File: config.mk
export PLATFORM = sky130hd
export DESIGN_NAME = button_pio_responder_flat
export DESIGN_NICKNAME = d
export VERILOG_FILES = /design/src/rtl/button_pio_responder_if.sv /design/src/rtl/button_pio_responder.sv /design/src/flat_wrapper.sv
export SDC_FILE = /design/constraint.sdc
export NUM_CORES = 1
export LEC_CHECK = 0
export CAP_MARGIN = 0
export CORE_ASPECT_RATIO = 0.8
export CORE_MARGIN = 2
export CORE_UTILIZATION = 35
export CTS_BUF_LIST = sky130_fd_sc_hd__clkbuf_16
export DETAILED_ROUTE_END_ITERATION = 16
export GPL_ROUTABILITY_DRIVEN = 0
export PLACE_DENSITY = 0.78
export SLEW_MARGIN = 0
export SYNTH_ARGS = -nofsm -noshare
export SYNTH_HDL_FRONTEND = slang
export SYNTH_SLANG_ARGS = --single-unit
File: constraint.sdc
create_clock -name clk_clk -period 1.1 [get_ports clk_clk]
set_input_delay 0.11 -clock clk_clk [delete_from_list [all_inputs] [get_ports clk_clk]]
set_output_delay 0.11 -clock clk_clk [all_outputs]
set_load 0.01 [all_outputs]
File: src/rtl/button_pio_responder_if.sv
// Avalon-MM slave bus bundle for button_pio_responder: 2-bit word address, 32-bit data,
// fixed one-cycle read latency, no waitrequest.
interface button_pio_responder_if;
   localparam int unsigned ADDR_W = 2;
   localparam int unsigned DATA_W = 32;

   logic [ADDR_W-1:0] avs_address;
   logic              avs_read;
   logic              avs_write;
   logic [DATA_W-1:0] avs_writedata;
   logic [DATA_W-1:0] avs_readdata;

   modport master (output avs_address, avs_read, avs_write, avs_writedata,
                   input  avs_readdata);
   modport slave  (input  avs_address, avs_read, avs_write, avs_writedata,
                   output avs_readdata);
endinterface

File: src/rtl/button_pio_responder.sv
// Push-button PIO responder: synchronise/normalise pins, capture press edges, level irq.
// Optional per-bit debounce filter enabled by `BUTTON_PIO_DEBOUNCE_EN.
module button_pio_responder #(
   parameter int unsigned WIDTH           = 4,
   parameter int unsigned ACTIVE_LOW      = 1,
   parameter int unsigned DEBOUNCE_CYCLES = 50000
) (
   input  logic                     clk_clk,
   input  logic                     reset_reset_n,
   input  logic [WIDTH-1:0]         button_pio_export,
   button_pio_responder_if.slave    avs,
   output logic                     irq
);

   localparam logic [WIDTH-1:0] IDLE_PINS = (ACTIVE_LOW != 0) ? '1 : '0;

   localparam logic [1:0] ADDR_DATA    = 2'd0;
   localparam logic [1:0] ADDR_IRQMASK = 2'd1;
   localparam logic [1:0] ADDR_EDGECAP = 2'd2;

   logic [WIDTH-1:0] sync1;
   logic [WIDTH-1:0] sync2;
   logic [WIDTH-1:0] norm;
   logic [WIDTH-1:0] pressed;
   logic [WIDTH-1:0] prev;
   logic [WIDTH-1:0] irqmask;
   logic [WIDTH-1:0] edgecap;
   logic [WIDTH-1:0] rise;
   logic [WIDTH-1:0] wr_bits;
   logic [WIDTH-1:0] clr_bits;
   logic             wr_mask;
   logic [31:0]      rd_value;
   logic             unused_wdata;

   // Two-flop synchroniser; resets to the idle pin level so reset release is edge-free
   always_ff @(posedge clk_clk or negedge reset_reset_n) begin
      if (!reset_reset_n) begin
         sync1 <= IDLE_PINS;
         sync2 <= IDLE_PINS;
      end else begin
         sync1 <= button_pio_export;
         sync2 <= sync1;
      end
   end

   assign norm = sync2 ^ IDLE_PINS;

`ifdef BUTTON_PIO_DEBOUNCE_EN
   localparam int unsigned CNT_W = $clog2(DEBOUNCE_CYCLES);

   logic [CNT_W-1:0] cnt [WIDTH];

   // Per-bit stability counter: pressed follows norm only after a full run of disagreement
   always_ff @(posedge clk_clk or negedge reset_reset_n) begin
      if (!reset_reset_n) begin
         pressed <= '0;
         for (int i = 0; i < int'(WIDTH); i++) cnt[i] <= '0;
      end else begin
         for (int i = 0; i < int'(WIDTH); i++) begin
            if (norm[i] != pressed[i]) begin
               if (cnt[i] == CNT_W'(DEBOUNCE_CYCLES - 1)) begin
                  pressed[i] <= norm[i];
                  cnt[i]     <= '0;
               end else begin
                  cnt[i] <= cnt[i] + CNT_W'(1);
               end
            end else begin
               cnt[i] <= '0;
            end
         end
      end
   end
`else
   localparam int unsigned unused_debounce_cycles = DEBOUNCE_CYCLES;

   assign pressed = norm;
`endif

   assign rise         = pressed & ~prev;
   assign wr_bits      = avs.avs_writedata[WIDTH-1:0];
   assign wr_mask      = avs.avs_write && (avs.avs_address == ADDR_IRQMASK);
   assign clr_bits     = (avs.avs_write && (avs.avs_address == ADDR_EDGECAP)) ? wr_bits : '0;
   assign unused_wdata = ^avs.avs_writedata;

   // Read mux over the pre-write register values
   always_comb begin
      rd_value = '0;
      case (avs.avs_address)
         ADDR_DATA:    rd_value = 32'(pressed);
         ADDR_IRQMASK: rd_value = 32'(irqmask);
         ADDR_EDGECAP: rd_value = 32'(edgecap);
         default:      rd_value = {31'd0, irq};
      endcase
   end

   // Register file, edge capture (set beats clear) and registered outputs
   always_ff @(posedge clk_clk or negedge reset_reset_n) begin
      if (!reset_reset_n) begin
         prev             <= '0;
         irqmask          <= '0;
         edgecap          <= '0;
         irq              <= 1'b0;
         avs.avs_readdata <= '0;
      end else begin
         prev    <= pressed;
         edgecap <= (edgecap & ~clr_bits) | rise;
         irq     <= |(edgecap & irqmask);
         if (wr_mask) irqmask <= wr_bits;
         if (avs.avs_read) avs.avs_readdata <= rd_value;
      end
   end

endmodule

File: src/flat_wrapper.sv
// flat-port wrapper written by rule: the top's interface ports become plain ports
module button_pio_responder_flat 
#(
   parameter int unsigned WIDTH           = 4,
   parameter int unsigned ACTIVE_LOW      = 1,
   parameter int unsigned DEBOUNCE_CYCLES = 50000
)
  (clk_clk, reset_reset_n, button_pio_export, irq, avs_avs_address, avs_avs_read, avs_avs_write, avs_avs_writedata, avs_avs_readdata);
  button_pio_responder_if avs_i ();
  input  logic clk_clk;
  input  logic reset_reset_n;
  input  logic [WIDTH-1:0] button_pio_export;
  output logic irq;
  input wire logic [$bits(avs_i.avs_address)-1:0] avs_avs_address;
  input wire logic [$bits(avs_i.avs_read)-1:0] avs_avs_read;
  input wire logic [$bits(avs_i.avs_write)-1:0] avs_avs_write;
  input wire logic [$bits(avs_i.avs_writedata)-1:0] avs_avs_writedata;
  output wire logic [$bits(avs_i.avs_readdata)-1:0] avs_avs_readdata;
  assign avs_i.avs_address = avs_avs_address;
  assign avs_i.avs_read = avs_avs_read;
  assign avs_i.avs_write = avs_avs_write;
  assign avs_i.avs_writedata = avs_avs_writedata;
  assign avs_avs_readdata = avs_i.avs_readdata;
  button_pio_responder #(.WIDTH(WIDTH), .ACTIVE_LOW(ACTIVE_LOW), .DEBOUNCE_CYCLES(DEBOUNCE_CYCLES)) u_core (.clk_clk(clk_clk), .reset_reset_n(reset_reset_n), .button_pio_export(button_pio_export), .avs(avs_i), .irq(irq));
endmodule
======== After elaboration in Yosys (flattened, before gate mapping) ========
Index checks and enable logic that the tools add are counted.
storage, ports and cells
  word-level logic and storage cells ...... 22
  bits in registers ....................... 53
  output and inout bits ................... 33
cells by class
  mux-type cells .......................... 2
  reductions and logical operators ........ 4
  bitwise gates (word level) .............. 7
  eq/ne operators ......................... 2
operators with widths
  cell                                            count
  AND 4 bit                                       3
  inverter 4 bit                                  3
  one-hot mux 4 bit (3 select lines)              1
  two-way mux 4 bit                               1
  bitwise OR 4 bit                                1
  OR reduction 4 bit                              1
  == test 2 x 1 -> 1 bit (second input constant)  1
  == test 2 bit (second input constant)           1
  logical AND 1 bit                               2
  logical NOT 2 bit                               1

======== Depth between registers and ports, before layout ========
  word-level depth ........................ 6
  mapped depth ............................ 4
  depth with buffers taken out ............ 3

======== Worst setup path before layout ========
No wires, ideal clock.
  path type ............................... flip-flop to flip-flop
  start ................................... register u_core.irq
  end ..................................... register u_core.avs.avs_readdata[0]
  setup slack ............................. 159 ps
  clock period less this slack ............ 941 ps
  stages on the path, launching flop included .. 4
  required time ........................... 966 ps
  buffers on the path ..................... 0
  setup time .............................. 134 ps
  arrival ................................. 807 ps
  cells stage by stage .................... dfrtp_1 > mux2_2 > nand3_1 > o311ai_1
between the ends
  longest elaborated chain between the ends .. 1
ends and longest elaborated chain
  element                             RTL line                       source
  from (decl)                         button_pio_responder.sv:12     output logic irq
  from (signal assigned)              button_pio_responder.sv:107    irq <= |(edgecap & irqmask);
  one-hot mux 4 bit (3 select lines)  button_pio_responder.sv:88     case (avs.avs_address)
  to (signal assigned)                button_pio_responder.sv:109    if (avs.avs_read) avs.avs_readdata <= rd_value;
  to (decl)                           button_pio_responder_if.sv:16  output avs_readdata);
No other way between the ends.
A chain may end at the register's enable or synchronous reset.

======== Worst setup path after layout ========
  start ................................... register u_core.avs.avs_readdata[0]
  end ..................................... output avs_avs_readdata[0]
RTL lines
  element    RTL line            source
  to (decl)  flat_wrapper.sv:18  output wire logic [$bits(avs_i.avs_readdata)-1:0] avs_avs_readdata;
No word-level cell between the ends.

==> metrics.yaml <==
period_share_pct: 95.3
rsz0062_at_grt: "false"
p_leak_nw: 0.657
setup.worst_path.start_class: "flop"
htreeDepth: 1
syn2layout_area_growth_pct: 21.0
synth_xor_area_share_pct: 0
first_iter_violations: 42
via_count: 722
finalSetupViolations: 0
place_area_um2: 1300
remaining_drc_errors: 0
cts.clk_slew.worst_paths_ns: 0.06
worst-path-buf-inv: 1
fin_util_pct: 44.7
firstDrtPassIters: 4
synth_largest_area_cell: "dfrtp_1"
powerDensity_nw_per_um2: 1590
ant_nets: 0
synth_seq_cells: 25
routed_wl_mm: 1.85
syn-cell-area_um2: 1150
clk_path_buf_depth: 2
route.met3.wl_um: 118
synth_top_family_by_area: "buffers and inverters"
core-area_um2: 3110
cts_inserted_buffers: 3
drive_above_1_share_pct: 14.8
yosysUniqueCellTypes: 21
clk_latency_ns: 0.26
fin_crit_ns: 1.05
synth.most_common_cell: "buf_4"
synth-adder-area-share_pct: 0
cts_tree: "yes"
path_cells: "dlygate4sd2_1"
ys_seq_area_share_pct: 55.3
min_path_type: "in -> async"
synth-simple-area-share_pct: 8.17
post-dp-hpwl_mm: 1.39
critical_path_required_ns: 0.99
netlist_top_cells_area: "dfrtp_1 (37%), buf_4 (18%), dfstp_2 (18%), o21ai_1 (3.5%), inv_1 (2.9%)"
max_freq_ghz: 0.954
critPathMaxFanout: 2
ys_top_cells_by_count: "buf_4 (28), dfrtp_1 (17), inv_1 (9), nand2_1 (9)"
gr-usage-all-layers_pct: 10.2
grt_antenna_before_repair: 0
path_delay_family: "flip-flops"
grt_pass1_vias: 656
grt_overflow: 0
cpMaxStageDelayCell: "dfrtp_1"
max_cap_viol_count: 0
final_max_slew_viol_count: 0
synth_top_area_share_pct: 37.0
cp.arrival_ns: 0.94
wl_met1_um: 739
worstSetupEndpointType: "primary output"
top_layer: "met4"
async_flop_share_pct: 100
met2_length_um: 967
dieArea_um2: 3760
peakVddDrop_uv: 646
cts-root-buf: "clkbuf_16"
worstSetupPathType: "reg -> out"
row_count: 18
synthMuxAreaShare_pct: 0.980
clock-sinks: 25
clock_skew_ns: 0.00283
status: "finished, final reports clean"
cts_setup_buffers: 0
synth_compound_area_share_pct: 13.0
port_buffers: 18
antenna_cells: 0
fin_hold_ws_ns: 0.196
die_y_um: 55.2
synth-edff-count: 0
die_x_um: 68.1
r2r_setup_slack_ns: 0.12
finalHoldViolCount: 0
ys.flop_type: "dfrtp_1"
nFillCells: 295
hold_buffers: 0
num_io_pins: 75
grt_first_pass_wirelength_mm: 2.91
fin_nets: 178
fin_area_um2: 1390
start_util_pct: 37.0
avgSynthCellArea_um2: 10.4
wl_per_cell_um: 10.6
grt_max_degree: 26
yosysWarnings: 0
crit_path_max_incr_delay_ns: 0.39
synthCells: 110
vias_per_cell: 4.13
## routing by layer
layer / global-route usage, % / up-vias
met5: 0 / -
met4: 3.43 / 0
met3: 3.67 / 5
met2: 16.4 / 29
met1: 12.7 / 340
li1: - / 348
## state kept, by name, indices dropped and copies added (netlist names)
name	count
u_core.irqmask	4
u_core.sync2	4
u_core.prev	4
u_core.avs.avs_readdata	4
u_core.edgecap	4
u_core.irq	1
u_core.sync1	4
## cells in the final DEF, fill, tap and decap left out, types with 2 or more instances in the layout
cell type         n
a21oi_1           5
o21ai_0           3
nand3b_1          2
inv_1             9
nand2_1           9
dlygate4sd2_1     5
dfrtp_1          17
or2_0             2
a21o_1            3
a22oi_1           2
clkdlybuf4s50_1  12
o21ai_1           9
buf_4             2
a21oi_2           2
nor2_1            4
clkbuf_16         3
dfstp_2           8
conb_1           28
## report_power, final
part / internal (mW) / total [mW] / switching (mW)
Clock: 0.502 / 0.822 / 0.321
Sequential: 1.02 / 1.08 / 0.0576
Combinational: 0.146 / 0.314 / 0.168
Total: 1.67 / 2.21 / 0.546
## final cells by class
cell class,count,area [um2],area share [%]
clock buffer,3,75.1,5.40
clock inverter,1,8.76,0.630
inverter,9,33.8,2.43
multi-input combinational,74,359,25.8
sequential,25,636,45.7
tap,40,50.0,3.60
timing repair buffer,23,228,16.4
## worst paths after layout
check,from,to,cells after the start
min in group clk_clk,button_pio_export[3],u_core.sync1[3],1
max in group asynchronous,reset_reset_n,u_core.sync1[0],2
setup / recovery,u_core.avs.avs_readdata[0],avs_avs_readdata[0],1
setup reg to reg,u_core.edgecap[0],u_core.avs.avs_readdata[0],3
hold reg to reg,u_core.sync1[2],u_core.sync2[2],0
hold / removal,reset_reset_n,u_core.prev[1],2
## stage by stage
| stage | total power [mW] | cells | TNS (ns) | setup slack [ns] |
|---|---|---|---|---|
| floorplan | 1.32 | 137 | 0 | 0.159 |
| global route | 2.33 | 175 | 0 | 0.0193 |
| CTS | 2.24 | 174 | 0 | 0.0412 |
| finish | 2.21 | 175 | 0 | 0.0521 |
| global placement | 1.41 | 170 | -2.19 | -0.193 |
| detailed placement | 1.42 | 170 | -2.30 | -0.218 |
## cells by family (layout without fill, tap and decap cells)
family | Yosys count | count (layout)
buffers and inverters | 38 | 36
flip-flops | 25 | 25
other | 1 | 28
AO/OA/AOI/OAI | 25 | 25
AND/OR/NAND/NOR | 20 | 20
multiplexers | 1 | 1
## timing repair
item,in CTS,in global routing
gates resized for setup,5,3
pin swaps,0,2
cloned,0,1
endpoints found under the hold margin,0,0
endpoints found under the setup margin,5,8
(Power assumes the default switching activity.)
